`config.mk`:
```
export PLATFORM = sky130hd
export DESIGN_NAME = smg_scan_decoder
export DESIGN_NICKNAME = d
export VERILOG_FILES = /design/src/rtl/smg_scan_decoder.sv
export SDC_FILE = /design/constraint.sdc
export NUM_CORES = 1
export LEC_CHECK = 0
export BUFFER_PORTS_ARGS = -buffer_cell sky130_fd_sc_hd__buf_2
export CORE_MARGIN = 2
export CORE_UTILIZATION = 50
export CTS_BUF_LIST = sky130_fd_sc_hd__clkbuf_8
export DETAILED_ROUTE_END_ITERATION = 7
export PLACE_DENSITY = 0.73
export SYNTH_ARGS = -nofsm -noshare
export SYNTH_HDL_FRONTEND = slang
export SYNTH_SLANG_ARGS = --single-unit
```
`constraint.sdc`:
```
create_clock -name clk -period 2.9 [get_ports clk]
set_input_delay 0.58 -clock clk [delete_from_list [all_inputs] [get_ports clk]]
set_output_delay 0.58 -clock clk [all_outputs]
set_load 0.03 [all_outputs]
```
`src/rtl/smg_scan_decoder.sv`:
```
// -----------------------------------------------------------------------------
// smg_scan_decoder
//
// Decodes a two-digit, time-multiplexed, active-low seven-segment bus back into
// hex digit values. The bus is synchronised, and each digit phase must hold
// still for SETTLE_CYC cycles before it is latched. Each phase is latched at
// most once. Each digit carries a valid bit and a staleness timeout.
//
// Parameters
//   SETTLE_CYC   cycles a phase must hold unchanged before latching (2..255)
//   TIMEOUT_CYC  cycles without a good latch before a digit goes stale
//                (2..2^20-1)
//
// Ports
//   clk       in   system clock
//   rst_n     in   asynchronous active-low reset
//   sm_dat    in   [7:0] segment bus, active-low, bit7..0 = a,b,c,d,e,f,g,dp
//   sm_sel    in   [1:0] digit select, one-hot: 01 = ones, 10 = tens
//   err_clr   in   synchronous clear of pat_err
//   digit0    out  [3:0] decoded ones digit
//   digit1    out  [3:0] decoded tens digit
//   dig_vld   out  [1:0] per-digit valid
//   stale     out  [1:0] per-digit timeout flag
//   upd       out  one-cycle pulse when a digit value or valid bit changes
//   pat_err   out  sticky flag: an unrecognised pattern was latched
//   bin_val   out  [6:0] digit1*10+digit0, 127 when invalid or non-decimal
//                  (present only when SMG_BIN_OUT_EN is defined)
//
// Optional feature macro: SMG_BIN_OUT_EN
// -----------------------------------------------------------------------------
module smg_scan_decoder #(
    parameter int unsigned SETTLE_CYC  = 16,
    parameter int unsigned TIMEOUT_CYC = 200_000
) (
    input  logic       clk,
    input  logic       rst_n,
    input  logic [7:0] sm_dat,
    input  logic [1:0] sm_sel,
    input  logic       err_clr,
    output logic [3:0] digit0,
    output logic [3:0] digit1,
    output logic [1:0] dig_vld,
    output logic [1:0] stale,
    output logic       upd,
    output logic       pat_err
`ifdef SMG_BIN_OUT_EN
    ,
    output logic [6:0] bin_val
`endif
);

    localparam int unsigned  NUM_DIG     = 2;
    localparam logic [7:0]   SETTLE_LAST = 8'(SETTLE_CYC - 1);
    localparam logic [19:0]  TO_LAST     = 20'(TIMEOUT_CYC - 1);
    localparam logic [19:0]  TO_SAT      = 20'(TIMEOUT_CYC);

    // Returns {ok, value}; bits are a..g, active-low.
    function automatic logic [4:0] seg_decode(input logic [6:0] seg);
        logic [4:0] r;
        r = 5'b0_0000;
        case (seg)
            7'b0000001: r = {1'b1, 4'h0};
            7'b1001111: r = {1'b1, 4'h1};
            7'b0010010: r = {1'b1, 4'h2};
            7'b0000110: r = {1'b1, 4'h3};
            7'b1001100: r = {1'b1, 4'h4};
            7'b0100100: r = {1'b1, 4'h5};
            7'b0100000: r = {1'b1, 4'h6};
            7'b0001111: r = {1'b1, 4'h7};
            7'b0000000: r = {1'b1, 4'h8};
            7'b0000100: r = {1'b1, 4'h9};
            7'b0001000: r = {1'b1, 4'hA};
            7'b1100000: r = {1'b1, 4'hB};
            7'b0110001: r = {1'b1, 4'hC};
            7'b1000010: r = {1'b1, 4'hD};
            7'b0110000: r = {1'b1, 4'hE};
            7'b0111000: r = {1'b1, 4'hF};
            default:    r = 5'b0_0000;
        endcase
        return r;
    endfunction

    // -------------------------------------------------------------------------
    // Two-flop synchroniser for the asynchronous display bus
    // -------------------------------------------------------------------------
    logic [1:0] sel_s1_q, sel_s_q;
    logic [7:0] dat_s1_q, dat_s_q;

    always_ff @(posedge clk or negedge rst_n) begin
        if (!rst_n) begin
            sel_s1_q <= 2'b00;
            sel_s_q  <= 2'b00;
            dat_s1_q <= 8'h00;
            dat_s_q  <= 8'h00;
        end else begin
            sel_s1_q <= sm_sel;
            sel_s_q  <= sel_s1_q;
            dat_s1_q <= sm_dat;
            dat_s_q  <= dat_s1_q;
        end
    end

    // -------------------------------------------------------------------------
    // Phase tracking FSM
    // -------------------------------------------------------------------------
    typedef enum logic [1:0] {
        WAIT_SEL = 2'd0,
        SETTLE   = 2'd1,
        LATCH    = 2'd2,
        HOLD     = 2'd3
    } state_t;

    state_t     state_q, state_d;
    logic [1:0] sel_q, sel_d;
    logic [7:0] dat_q, dat_d;
    logic [7:0] cnt_q, cnt_d;

    always_ff @(posedge clk or negedge rst_n) begin
        if (!rst_n) begin
            state_q <= WAIT_SEL;
            sel_q   <= 2'b00;
            dat_q   <= 8'h00;
            cnt_q   <= 8'h00;
        end else begin
            state_q <= state_d;
            sel_q   <= sel_d;
            dat_q   <= dat_d;
            cnt_q   <= cnt_d;
        end
    end

    always_comb begin
        state_d = state_q;
        sel_d   = sel_q;
        dat_d   = dat_q;
        cnt_d   = cnt_q;
        case (state_q)
            WAIT_SEL: begin
                // 00 (blanking) and 11 (bus fight) never open a phase
                if (sel_s_q == 2'b01 || sel_s_q == 2'b10) begin
                    sel_d   = sel_s_q;
                    dat_d   = dat_s_q;
                    cnt_d   = 8'h00;
                    state_d = SETTLE;
                end
            end
            SETTLE: begin
                // Select change aborts; data change restarts the settle window
                // (dp included, so a flickering dp also delays the latch).
                if (sel_s_q != sel_q) begin
                    state_d = WAIT_SEL;
                end else if (dat_s_q != dat_q) begin
                    dat_d = dat_s_q;
                    cnt_d = 8'h00;
                end else if (cnt_q == SETTLE_LAST) begin
                    state_d = LATCH;
                end else begin
                    cnt_d = cnt_q + 8'd1;
                end
            end
            LATCH: begin
                state_d = HOLD;
            end
            HOLD: begin
                if (sel_s_q != sel_q) begin
                    state_d = WAIT_SEL;
                end
            end
            default: begin
                state_d = WAIT_SEL;
            end
        endcase
    end

    // -------------------------------------------------------------------------
    // Digit registers, valid/stale flags and timeout counters
    // -------------------------------------------------------------------------
    logic                        latch_go;
    logic                        dec_ok;
    logic [3:0]                  dec_val;
    logic [NUM_DIG-1:0][3:0]     dig_q, dig_d;
    logic [NUM_DIG-1:0]          vld_q, vld_d;
    logic [NUM_DIG-1:0]          stale_q, stale_d;
    logic [NUM_DIG-1:0][19:0]    to_q, to_d;
    logic                        upd_q, upd_d;
    logic                        pat_err_q, pat_err_d;

    assign latch_go          = (state_q == LATCH);
    assign {dec_ok, dec_val} = seg_decode(dat_q[7:1]);

    always_ff @(posedge clk or negedge rst_n) begin
        if (!rst_n) begin
            dig_q     <= '0;
            vld_q     <= '0;
            stale_q   <= '0;
            to_q      <= '0;
            upd_q     <= 1'b0;
            pat_err_q <= 1'b0;
        end else begin
            dig_q     <= dig_d;
            vld_q     <= vld_d;
            stale_q   <= stale_d;
            to_q      <= to_d;
            upd_q     <= upd_d;
            pat_err_q <= pat_err_d;
        end
    end

    always_comb begin
        dig_d     = dig_q;
        vld_d     = vld_q;
        stale_d   = stale_q;
        to_d      = to_q;
        upd_d     = 1'b0;
        // set beats clear when both happen in the same cycle
        pat_err_d = (pat_err_q & ~err_clr) | (latch_go & ~dec_ok);
        for (int i = 0; i < NUM_DIG; i++) begin
            if (latch_go && sel_q[i] && dec_ok) begin
                // a good latch overrides a timeout landing in the same cycle
                if (!vld_q[i] || (dig_q[i] != dec_val)) begin
                    upd_d = 1'b1;
                end
                dig_d[i]   = dec_val;
                vld_d[i]   = 1'b1;
                stale_d[i] = 1'b0;
                to_d[i]    = 20'd0;
            end else if (to_q[i] == TO_LAST) begin
                // counter reaches TIMEOUT_CYC this edge and then saturates,
                // so the stale event (and its upd pulse) fires only once
                to_d[i]    = TO_SAT;
                stale_d[i] = 1'b1;
                vld_d[i]   = 1'b0;
                upd_d      = 1'b1;
            end else if (to_q[i] != TO_SAT) begin
                to_d[i] = to_q[i] + 20'd1;
            end
        end
    end

    assign digit0  = dig_q[0];
    assign digit1  = dig_q[1];
    assign dig_vld = vld_q;
    assign stale   = stale_q;
    assign upd     = upd_q;
    assign pat_err = pat_err_q;

`ifdef SMG_BIN_OUT_EN
    // -------------------------------------------------------------------------
    // Binary value, computed from next-state digits so it moves with upd
    // -------------------------------------------------------------------------
    logic [6:0] bin_q, bin_d;

    always_comb begin
        bin_d = 7'd127;
        if (vld_d == 2'b11 && dig_d[0] <= 4'd9 && dig_d[1] <= 4'd9) begin
            bin_d = ({3'b000, dig_d[1]} * 7'd10) + {3'b000, dig_d[0]};
        end
    end

    always_ff @(posedge clk or negedge rst_n) begin
        if (!rst_n) begin
            bin_q <= 7'd127;
        end else begin
            bin_q <= bin_d;
        end
    end

    assign bin_val = bin_q;
`endif

endmodule
```
# Word level (Yosys, flattened, before mapping)
# Index checks and enable logic that the tools add are counted.
dict set report classes {
  n_addsub 3
  eq_ne 36
  mux 36
  bitwise_logic 5
  n_reduce_logical 20
}
# op count
set ops {}
lappend ops {{two-way mux 20 bit} 6}
lappend ops {{case mux 5 bit (16 select lines)} 1}
lappend ops {{two-way mux 8 bit} 7}
lappend ops {{adder 20 x 1 -> 20 bit, second input constant} 2}
lappend ops {{== test 20 x 18 -> 1 bit, second input constant} 2}
lappend ops {{inequality test 20 x 18 -> 1 bit, second input constant} 2}
lappend ops {{== test 7 x 6 -> 1 bit, second input constant} 5}
lappend ops {{case mux 8 bit (2 select lines)} 2}
lappend ops {{== test 7 bit, second input constant} 4}
lappend ops {{== test 7 x 3 -> 1 bit, second input constant} 2}
lappend ops {{== test 7 x 4 -> 1 bit, second input constant} 2}
lappend ops {{two-way mux 1 bit} 14}
lappend ops {{AND reduction 4 bit} 3}
lappend ops {{two-way mux 2 bit} 5}
lappend ops {{inequality test 3 bit, second input constant} 3}
lappend ops {{adder 8 x 1 -> 8 bit, second input constant} 1}
lappend ops {{== test 8 x 4 -> 1 bit, second input constant} 1}
lappend ops {{inequality test 2 bit, second input constant} 4}
lappend ops {{inequality test 4 bit} 2}
lappend ops {{inequality test 8 bit} 1}
lappend ops {{case mux 2 bit (4 select lines)} 1}
lappend ops {{== test 7 x 1 -> 1 bit, second input constant} 1}
lappend ops {{== test 7 x 5 -> 1 bit, second input constant} 1}
lappend ops {{logical NOT 7 bit} 1}
lappend ops {{other kinds (13)} 27}
dict set report word_totals {
  regBits 94
  input_bits 13
  output_inout_bits 14
  elab_cells 118
}

# Longest topological paths before layout
dict set report logic_depth {
  ltp_word 8
  mapped_depth 9
  depth_no_buf 7
}

# Worst setup path after synthesis
# No wires, ideal clock.
dict set report synth_timing {
  path_type {register -> register}
  start {register dat_q[3]}
  end {register dig_q (netlist bit digit0[1])}
  setup_time_ns 0.125
  arrival_ns 1.916
  required_time_ns 2.775
  setup_slack_ns 0.859
  path_stages_with_launch 8
  n_path_buf 1
  synth_period_minus_slack_ns 2.041
  cell_sequence {dfrtp_1 > buf_2 > nor4b_1 > a31oi_1 > o32ai_2 > nor3_4 > nor2_4 > mux2_4}
}
dict set report synth_between {
  elab_chain_cells 3
  word_cells_on_any_way 18
  cone_classes {eq/ne: 15; mux: 1; reduce/logical: 2}
}
# item line
set synth_lines {}
lappend synth_lines {{start, declared} 115} ;# logic [7:0] dat_q, dat_d;
lappend synth_lines {{start signal, assigned} 127} ;# dat_q <= dat_d;
lappend synth_lines {{== test 7 x 6 -> 1 bit (tied with other cells)} 61} ;# case (seg)
lappend synth_lines {{case mux 5 bit (16 select lines) (*)} 61}
lappend synth_lines {{logical AND 1 bit} 218} ;# if (latch_go && sel_q[i] && dec_ok) begin
lappend synth_lines {{end signal, assigned} 200} ;# dig_q <= dig_d;
lappend synth_lines {{end, declared} 181} ;# logic [NUM_DIG-1:0][3:0] dig_q, dig_d;
# Mark *: on every way between the ends. The rest lies on a longest branch, timed or not.
# A chain may end at the register's enable or synchronous reset.

# Worst setup path after layout
dict set report layout_timing {
  start {register dat_q[3]}
  end {register dat_q[7]}
}
dict set report layout_between {
  elab_chain_cells 3
}
# item line
set layout_lines {}
lappend layout_lines {{inequality test 8 bit} 152} ;# end else if (dat_s_q != dat_q) begin
lappend layout_lines {{inequality test 2 bit (no source line)} --}
lappend layout_lines {{AND reduction 4 bit (no source line)} --}
# Every way passes these cells.

==> flow_summary.json <==
{
  "status": "complete, no violations",
  "critical_path_depth": 6,
  "final_area_um2": 5060,
  "critPathCaptureType": "flip-flop",
  "worst_ir_drop_vdd_mv": 0.332,
  "h-tree-depth": 3,
  "yosysTopAreaCellShare_pct": 50.8,
  "wl_met1_mm": 3.95,
  "setup_viol": 0,
  "via_count": 3226,
  "drv_cap": 0,
  "core_area_um2": 9110,
  "drive_gt1_share_pct": 15.1,
  "r2r_cells": 6,
  "yosysMostFrequentCell": "dfrtp_1",
  "grt_max_degree": 57,
  "cts.sinks": 94,
  "port_buffers": 26,
  "period_share_pct": 86.8,
  "finalWorstPathRequiredPeriod_ns": 2.52,
  "drt_iter0_drc": 118,
  "rrSetupSlack_ns": 0.38,
  "start_util_pct": 50.9,
  "critPathMaxStageDelay_ns": 0.66,
  "fp.dieH_um": 100,
  "rsz0062_at_grt": "false",
  "hpwlAfterDp_mm": 5.96,
  "routed-wl-met3_um": 248,
  "syn_area_um2": 4630,
  "io_pins": 27,
  "p_leak_uw": 0.00233,
  "diodes": 0,
  "nets": 491,
  "seq_area_frac_synth_pct": 50.8,
  "fp.dieArea_um2": 10100,
  "hold_path.class": "input port to async pin",
  "yosys_warnings": 0,
  "cp.arrival_ns": 2.75,
  "cts_tree": "done",
  "critPathCapture": "dat_q[7]",
  "synth_fp_nets": 464,
  "cts_root_buffer": "clkbuf_8",
  "slowest_stage": "a21oi_1",
  "cpLargestDelayFamily": "compound AO/OA/AOI/OAI gates",
  "grt_overflow": 0,
  "clkLatencyLatePin_ns": 0.35,
  "cts_setup_buffers": 0,
  "synth-async-reset-ratio_pct": 100,
  "ys_top_cells_by_area": "dfrtp_1 51%, xor2_1 7.4%, nor2_1 6.2%",
  "relSlewSlack_pct": 44.6,
  "highest-signal-layer": "met4",
  "viasPerCell": 5.50,
  "detail-route-antenna-nets": 0,
  "antenna_found_initial": 0,
  "synthCells": 446,
  "clkTransAtPathRegs_ns": 0.09,
  "worstSetupPathType": "flip-flop to flip-flop",
  "placed_cell_area_um2": 4830,
  "ys_types": 57,
  "post-route-drc-count": 0,
  "wl_per_cell_um": 14.3,
  "report.final.hold_viol_count": 0,
  "timing.rr.end": "dat_q[7]",
  "firstDrtPassIters": 4,
  "synth_edf_count": 0,
  "synth-seq-cells": 94,
  "worstPathRequired_ns": 3.13,
  "syn_avg_cell_area_um2": 10.4,
  "reg2reg_from": "dat_q[3]",
  "power_density_nw_per_um2": 889,
  "grt_pass1_vias": 3162,
  "cts_made_buffers": 9,
  "crit_start": "dat_q[3]",
  "max_freq_mhz": 397,
  "crit_path_start_kind": "flip-flop",
  "skew_ns": 0.0140,
  "track_usage_pct": 17.9,
  "area_growth_syn_to_layout_pct": 9.18,
  "post_cts_resized": 0,
  "cts_hold_buffers": 0,
  "place_congestion": 0.853,
  "slew_violations": 0,
  "ys.flop_type": "dfrtp_1",
  "tightest_slew_ns": 0.830,
  "finalWirelength_mm": 8.40,
  "fp.dieW_um": 100,
  "synth_top_area_cell": "dfrtp_1",
  "grt_first_pass_wirelength_mm": 14.5,
  "synth_common_cells": "94 x dfrtp_1, 77 x nor2_1, 39 x xor2_1",
  "wl_met2_mm": 4.14,
  "critical_path_buf_inv_count": 1,
  "clock_path_buffers": 2,
  "crit_fanout": 12,
  "setup_tns_ns": 0,
  "rows": 35,
  "crit_chain": "xor2_1 > nor4_1 > a21bo_2 > a21oi_1 > buf_4 > mux2_2"
}
[where the power goes]
part	switching (µW)	internal, µW	leakage, µW	total [µW]
registers	380	1580	0.00120	1960
logic	893	663	0.00101	1560
clock network	416	560	0.000115	976
total	1690	2810	0.00233	4500
[sequential cells by signal, indices dropped and copies added, names as in the netlist, 4 cells and up, named ones only]
signal    count
to_q         40
digit1        4
dat_q         8
dat_s_q       8
dat_s1_q      8
cnt_q         8
digit0        4
[cell families (layout without fill, tap and decap cells)]
group,Yosys count,in the layout,synth area share [%]
fa+ha+maj,5,5,1.35
xor+xnor,57,57,10.8
mux,16,16,3.89
compound gates,47,47,7.86
buf+inv,32,62,4.05
simple gates,195,195,21.3
flops,94,94,50.8
[layout make-up]
class                   instances  area (µm²)
clock buffers                   9         124
clock inverters                 5         100
fillers                       787        4050
inverters                      16        60.1
multi-input cells             320        2090
flip-flops and latches         94        2350
well taps                     111         139
repair buffers                 32         190
[worst min path at each step]
stage	from	endpoint	slack [ns]	cells after the start
global route	rst_n	to_q[7]	0.22	1
global placement	dat_s1_q[3]	dat_s_q[3]	0.33	0
detailed placement	dat_s1_q[0]	dat_s_q[0]	0.34	0
finish	rst_n	to_q[7]	0.19	1
CTS	rst_n	to_q[7]	0.20	1
floorplan	rst_n	async pin	0.28	0
[cells in the final DEF, fill, tap and decap left out, types with 5 or more instances in the layout]
cell type / instances
a21oi_1: 13
and3_1: 12
buf_2: 25
buf_4: 6
clkbuf_8: 9
dfrtp_1: 94
ha_1: 5
inv_1: 16
mux2_2: 8
mux2i_1: 6
nand2_1: 28
nand3_1: 15
nand4_1: 10
nor2_1: 77
nor3_1: 13
nor4_1: 7
nor4b_1: 5
o21ai_0: 6
xnor2_1: 18
xor2_1: 39
[per-stage QoR]
step	util [%]	hold slack [ns]	total power [µW]	worst slack, ns	instances
after detailed placement	53.1	0.337	3540	0.412	573
final	55.5	0.185	4500	0.381	587
after global routing	55.5	0.221	4810	0.185	587
after CTS	55.5	0.195	4530	0.387	587
after floorplan	-	0.284	3200	0.859	446
after global placement	53.1	0.333	3460	0.506	573
[layer usage]
| metal | track usage (%) | vias up |
|---|---|---|
| li1 | - | 1584 |
| met5 | 0 | - |
| met3 | 4.18 | 4 |
| met1 | 24.4 | 1593 |
| met4 | 4.74 | 0 |
| met2 | 29.1 | 45 |
Note: power is estimated with default switching activity, not from simulation.
